<file path="src/rtl/pixel_window_2x2.sv">
// 2x2 sliding-window generator for a raster-order 8-bit pixel stream.
// A one-row line buffer supplies the previous row; windows never straddle a row boundary.
module pixel_window_2x2 #(
  parameter int IMG_W = 256,
  parameter int IMG_H = 256
) (
  input  logic       clk,
  input  logic       rst,
  input  logic [7:0] pix_in,
  input  logic       pix_valid,
  input  logic       sof,
  output logic [7:0] win_tl,
  output logic [7:0] win_tr,
  output logic [7:0] win_bl,
  output logic [7:0] win_br,
  output logic       win_valid,
  output logic       frame_done
);

  localparam int CW = $clog2(IMG_W);
  localparam int RW = $clog2(IMG_H);
  localparam logic [CW-1:0] LAST_COL = CW'(IMG_W - 1);
  localparam logic [RW-1:0] LAST_ROW = RW'(IMG_H - 1);

  logic [CW-1:0] r_col;
  logic [RW-1:0] r_row;
  logic [7:0]    r_cur_d;
  logic [7:0]    r_above_d;
  logic [7:0]    r_win_tl;
  logic [7:0]    r_win_tr;
  logic [7:0]    r_win_bl;
  logic [7:0]    r_win_br;
  logic          r_win_valid;
  logic          r_frame_done;

  logic [7:0]    r_line_mem [IMG_W];

  logic          w_accept;
  logic [CW-1:0] w_col;
  logic [RW-1:0] w_row;
  logic [CW-1:0] w_col_next;
  logic [RW-1:0] w_row_next;
  logic          w_window;
  logic          w_last_pix;

  // sof overrides the counters so the current pixel is always taken as (0,0).
  assign w_accept   = pix_valid;
  assign w_col      = sof ? '0 : r_col;
  assign w_row      = sof ? '0 : r_row;
  assign w_window   = w_accept && (w_row != '0) && (w_col != '0);
  assign w_last_pix = (w_row == LAST_ROW) && (w_col == LAST_COL);

  always_comb begin
    w_col_next = w_col + 1'b1;
    w_row_next = w_row;
    if (w_col == LAST_COL) begin
      w_col_next = '0;
      w_row_next = (w_row == LAST_ROW) ? '0 : w_row + 1'b1;
    end
  end

  // Line buffer holds no reset so it can map onto block RAM; row-0 gating hides stale data.
  always_ff @(posedge clk) begin
    if (w_accept) begin
      r_line_mem[w_col] <= pix_in;
    end
  end

  always_ff @(posedge clk or posedge rst) begin
    if (rst) begin
      r_col        <= '0;
      r_row        <= '0;
      r_cur_d      <= '0;
      r_above_d    <= '0;
      r_win_tl     <= '0;
      r_win_tr     <= '0;
      r_win_bl     <= '0;
      r_win_br     <= '0;
      r_win_valid  <= 1'b0;
      r_frame_done <= 1'b0;
    end else begin
      r_win_valid  <= w_window;
      r_frame_done <= w_window && w_last_pix;
      if (w_accept) begin
        r_col     <= w_col_next;
        r_row     <= w_row_next;
        r_cur_d   <= pix_in;
        r_above_d <= r_line_mem[w_col];
      end
      // The read of r_line_mem here sees the value from before this cycle's write.
      if (w_window) begin
        r_win_tl <= r_above_d;
        r_win_tr <= r_line_mem[w_col];
        r_win_bl <= r_cur_d;
        r_win_br <= pix_in;
      end
    end
  end

  assign win_tl     = r_win_tl;
  assign win_tr     = r_win_tr;
  assign win_bl     = r_win_bl;
  assign win_br     = r_win_br;
  assign win_valid  = r_win_valid;
  assign frame_done = r_frame_done;

endmodule
</file>
<file path="config.mk">
export PLATFORM = sky130hd
export DESIGN_NAME = pixel_window_2x2
export DESIGN_NICKNAME = d
export VERILOG_FILES = /design/src/rtl/pixel_window_2x2.sv
export SDC_FILE = /design/constraint.sdc
export NUM_CORES = 2
export LEC_CHECK = 0
export CORE_MARGIN = 2
export CORE_UTILIZATION = 40
export CTS_CLUSTER_SIZE = 16
export DETAILED_ROUTE_END_ITERATION = 10
export PLACE_DENSITY = 0.58
export SLEW_MARGIN = 10
export SYNTH_ARGS = -nofsm -noshare
export SYNTH_HDL_FRONTEND = slang
export SYNTH_SLANG_ARGS = --single-unit
</file>
<file path="constraint.sdc">
create_clock -name clk -period 3.6 [get_ports clk]
set_clock_uncertainty 0.15 [all_clocks]
set_input_delay 1.08 -clock clk [delete_from_list [all_inputs] [get_ports clk]]
set_output_delay 1.08 -clock clk [all_outputs]
set_load 0.005 [all_outputs]
</file>
* Yosys cells after proc, flatten, opt, wreduce, memory -nomap -nowiden
Memory sizes are Yosys's and may differ from the RTL's. Index checks and enable logic that the tools add are counted.
Operators by class: add/sub/neg operators 2, muxes and demuxes 7, equal/unequal tests 2, reductions and logical operators 6
Operator list (number):
- two-way mux 8 bit | 5
- adder 8 x 1 -> 8 bit, second input constant | 2
- equality test 8 bit, second input constant | 2
- nonzero test 8 bit | 2
- logical AND 1 bit | 4
- two-way mux 1 bit | 2
Word-level totals: memory bits (writable) 2048, memories 1, register bits 66, bits of input ports 12
Memory list:
- r_line_mem | words 256, bits a word 8, read ports 1, clocked after Yosys merged registers in 0, write ports 1, line 36 | logic [7:0] r_line_mem [IMG_W];

* Logic depth before layout (Yosys ltp)
depth in word-level cells 5, depth in mapped cells 16, depth with buffers taken out 11

* Least setup slack after synthesis
No wires, ideal clock.
path type input to register, start input sof, end register r_row[7], data arrival time 3.599 ns, setup time 0.121 ns, path slack -0.270 ns, stages on the path 15, data required time 3.329 ns, path through nor2b_1 -> buf_2 -> buf_2 -> buf_2 -> buf_2 -> buf_2 -> ha_1 -> clkbuf_1 -> nand2_1 -> nor2_1 -> and4_1 -> nor2b_1 -> nand3_1 -> mux2i_1 -> a22o_1
Between the ends: longest elaborated chain between the ends 4, elaborated cells on any way between the ends 7
RTL lines:
- from (decl) | line 11 | input logic sof,
- two-way mux 8 bit | line 49 | assign w_row = sof ? '0 : r_row;
- adder 8 x 1 -> 8 bit / equality test 8 bit (equally long branches) | line 58 | w_row_next = (w_row == LAST_ROW) ? '0 : w_row + 1'b1;
- two-way mux 8 bit | line 58
- two-way mux 8 bit (*) | line 56 | if (w_col == LAST_COL) begin
- to (signal assigned) | line 86 | r_row <= w_row_next;
- to (decl) | line 26 | logic [RW-1:0] r_row;
Every way passes the cells marked *; elsewhere a longest branch is shown, timed or not. A chain may end at the register's enable or synchronous reset.

* Worst setup path in the final report
start register r_col[1], end register r_win_tr[3] (netlist: win_tr[3]), read port of r_line_mem
Between the ends: longest elaborated chain between the ends 3, elaborated cells on any way between the ends 4
RTL lines:
- from (decl) | line 25 | logic [CW-1:0] r_col;
- from (signal assigned) | line 85 | r_col <= w_col_next;
- two-way mux 8 bit (*) | line 48 | assign w_col = sof ? '0 : r_col;
- branches (longest 2 deep; another with memory read (256 x 8 bit))
- to (decl) | line 30 | logic [7:0] r_win_tr;
Every way passes the cells marked *.

==> impl_metrics.env <==
export IMPL_clock_sinks=2114
export IMPL_slew_headroom_pct=30.6
export IMPL_setup_worst_path_start="r_col[1]"
export IMPL_syn_to_final_growth_pct=21.6
export IMPL_initial_core_util_pct=40.3
export IMPL_rows=168
export IMPL_async_flop_share_pct=3.12
export IMPL_synth_top_cell_area_share_pct=72.8
export IMPL_drive_gt1_share_pct=23.0
export IMPL_synth_area_top_cells="edfxtp_1 73%, nand2_1 3.7%, a311oi_1 2.7%"
export IMPL_grt_max_degree=76
export IMPL_gp_congestion=0.933
export IMPL_synth_nets=5661
export IMPL_path_class="reg2reg"
export IMPL_final_min_clock_period_ns=3.60
export IMPL_drt_iter0_markers=6621
export IMPL_num_io_pins=46
export IMPL_synth_cell_area_um2=84400
export IMPL_fmax_mhz=278
export IMPL_dp_cells=9085
export IMPL_hold_slack_ns=0.317
export IMPL_htreeDepth=4
export IMPL_cellLeakagePower_nw=34.5
export IMPL_insertion_delay_ns=0.88
export IMPL_seq_area_frac_synth_pct=74.8
export IMPL_synth_edf_count=2048
export IMPL_core_area_um2=210000
export IMPL_die_height_um=463
export IMPL_syn_inst=5643
export IMPL_worstHoldStart="r_cur_d[0]"
export IMPL_fin_nets=6516
export IMPL_vias=54811
export IMPL_drv_cap=0
export IMPL_yosysMostFrequentCell="edfxtp_1"
export IMPL_synthTopCellsByCount="2048 x edfxtp_1, 838 x nand2_1, 346 x nor2_1"
export IMPL_clockBufferDepth=3
export IMPL_die_x_um=463
export IMPL_outcome="finished, final reports clean"
export IMPL_arrival_ns=4.20
export IMPL_io_buffers=45
export IMPL_post_drt_wl_per_cell_um=28.3
export IMPL_grt_ovfl_total=0
export IMPL_yosysUniqueCellTypes=79
export IMPL_rsz0062_at_grt="yes"
export IMPL_end_kind="register"
export IMPL_final_core_util_pct=49.0
export IMPL_synthFlopType="edfxtp_1"
export IMPL_hold_viol=0
export IMPL_cp_max_fo=29
export IMPL_critPathLaunchType="register"
export IMPL_tightest_slew_ns=1.03
export IMPL_drt_antenna_violating_nets=0
export IMPL_irDropWorstVdd_uv=444
export IMPL_layout_worst_path_cycle_share_pct=100
export IMPL_power_density_nw_per_um2=535
export IMPL_postPlaceCellArea_um2=95700
export IMPL_hpwl_mm=174
export IMPL_final_cells=9481
export IMPL_hold_path_class="reg2reg"
export IMPL_grt_pass1_wl_mm=383
export IMPL_antenna_found_initial=9
export IMPL_viasPerCell=5.78
export IMPL_setup_viol=0
export IMPL_clkTransAtPathRegs_ns=0.06
export IMPL_cts_root_buf="clkbuf_16"
export IMPL_yosys_register_bits=2114
export IMPL_grt_pass1_vias=52941
export IMPL_r2r_start="r_col[1]"
export IMPL_drc=0
export IMPL_fillers=17849
export IMPL_drt_wl_total_mm=268
export IMPL_crit_required_ns=4.20
export IMPL_cts_tree="yes"
export IMPL_slew_viol_final=0
export IMPL_dr_pass1_iters=6
export IMPL_grt_usage_pct=24.5
export IMPL_syn_area_per_cell_um2=15.0
export IMPL_yosys_warnings=0
export IMPL_finalInstanceArea_um2=103000
export IMPL_cts_buffers=212
export IMPL_die_area_um2=215000
export IMPL_synth_top_area_cell="edfxtp_1"
==> per-layer routing <==
layer / global-route usage, % / vias up / part of all wire, %
met5: 0 / - / 0.019
met4: 9.27 / 8 / 3.9
met3: 5.02 / 485 / 9.3
met2: 38.1 / 2715 / 46
met1: 33.8 / 27849 / 41
li1: - / 23754 / -
==> report_power, final <==
group          switching [W]  total, W  internal [W]
Combinational        0.00422   0.00652       0.00230
Sequential         0.0000797    0.0271        0.0270
Clock                0.00955    0.0213        0.0118
==> worst paths after layout <==
| path | depth (start not counted) | end | slack, ns |
|---|---|---|---|
| setup / recovery | 12 | win_tr[3] | 0.002 |
| hold / removal | 2 | win_bl[0] | 0.32 |
| setup reg to reg | 12 | win_tr[3] | 0.002 |
| hold reg to reg | 2 | win_bl[0] | 0.32 |
| max in group asynchronous | 3 | r_col[1] | 2.30 |
| min in group asynchronous | 2 | win_bl[5] | 0.38 |
==> layout make-up <==
class	instances	area, µm²	share of cell area, %
flip-flops and latches	2114	63200	61.5
multi-input cells	3076	19400	18.9
repair buffers	1077	9900	9.63
clock buffers	254	5480	5.34
well taps	2805	3510	3.42
clock inverters	137	1190	1.16
inverters	17	92.6	0.0901
diodes	1	2.50	0.00244
==> through the flow <==
| stage | TNS (ns) | worst slack (ns) | total power [W] |
|---|---|---|---|
| CTS | 0 | 0.00981 | 0.0551 |
| detailed placement | -509.69 | -1.39 | 0.0339 |
| finish | 0 | 0.00162 | 0.0549 |
| floorplan | -42.42 | -0.0700 | 0.0306 |
| global route | -0.102 | -0.0350 | 0.0564 |
| global placement | -451.02 | -1.35 | 0.0339 |
==> cells by family after synthesis <==
family | after synthesis | synth area share, %
flops | 2114 | 74.8
simple gates | 1654 | 8.75
compound gates | 1148 | 10.2
buf+inv | 453 | 2.76
mux | 265 | 3.37
fa+ha+maj | 6 | 0.0889
xor+xnor | 3 | 0.0311
==> registers in the layout, summed over array words and instances, names as in the netlist, 8 cells and up <==
| register | cells |
|---|---|
| r_col | 8 |
| r_row | 8 |
| win_tr | 8 |
| r_line_mem | 2048 |
| win_br | 8 |
| win_bl | 8 |
| r_cur_d | 8 |
| r_above_d | 8 |
| win_tl | 8 |
==> placed cells by master, fill, tap and decap left out, drive strengths merged, types with 4 or more instances in the layout <==
cell type,synthesis,final
and3b,9,9
o221ai,127,127
clkinvlp,0,11
o21ai,113,113
nand2b,7,7
a221oi,10,10
or2,4,4
inv,17,21
buf,293,1040
a22o,5,5
clkdlybuf4s50,0,35
o31ai,6,6
bufinv,0,12
ha,6,6
and3,8,8
clkbuf,143,254
mux2i,154,154
nor2b,268,268
a21oi,88,88
a31oi,90,90
nor2,347,347
a2bb2oi,71,71
mux4,5,5
a211oi,278,278
nand2,838,838
nand4,19,19
dfrtp,66,66
nor4,78,78
o22ai,43,43
a311oi,258,258
nand3,42,42
nor3,10,10
o41ai,8,8
edfxtp,2048,2048
mux2,106,106
and2,6,6
a41oi,11,11
clkinv,0,110
==> worst max-delay path, stage by stage, from the launching register on <==
cell and delay [ns]:
dfrtp_4 0.45, and2b_4 0.24, inv_16 0.09, buf_4 0.26, buf_6 0.24, a211oi_2 0.26, a311oi_1 0.10, nor4_2 0.63
buf_4 0.21, o22ai_1 0.15, nor3_2 0.35, and3_1 0.24, o21ai_0 0.08
==> what timing repair did <==
action	4_1_cts	5_1_grt
pin swaps	6	10
gates cloned	2	0
setup buffers	3	0
setup endpoints to repair	23	15
resized for setup	34	21
hold buffers	0	0
Note: power is estimated with default switching activity, not from simulation.
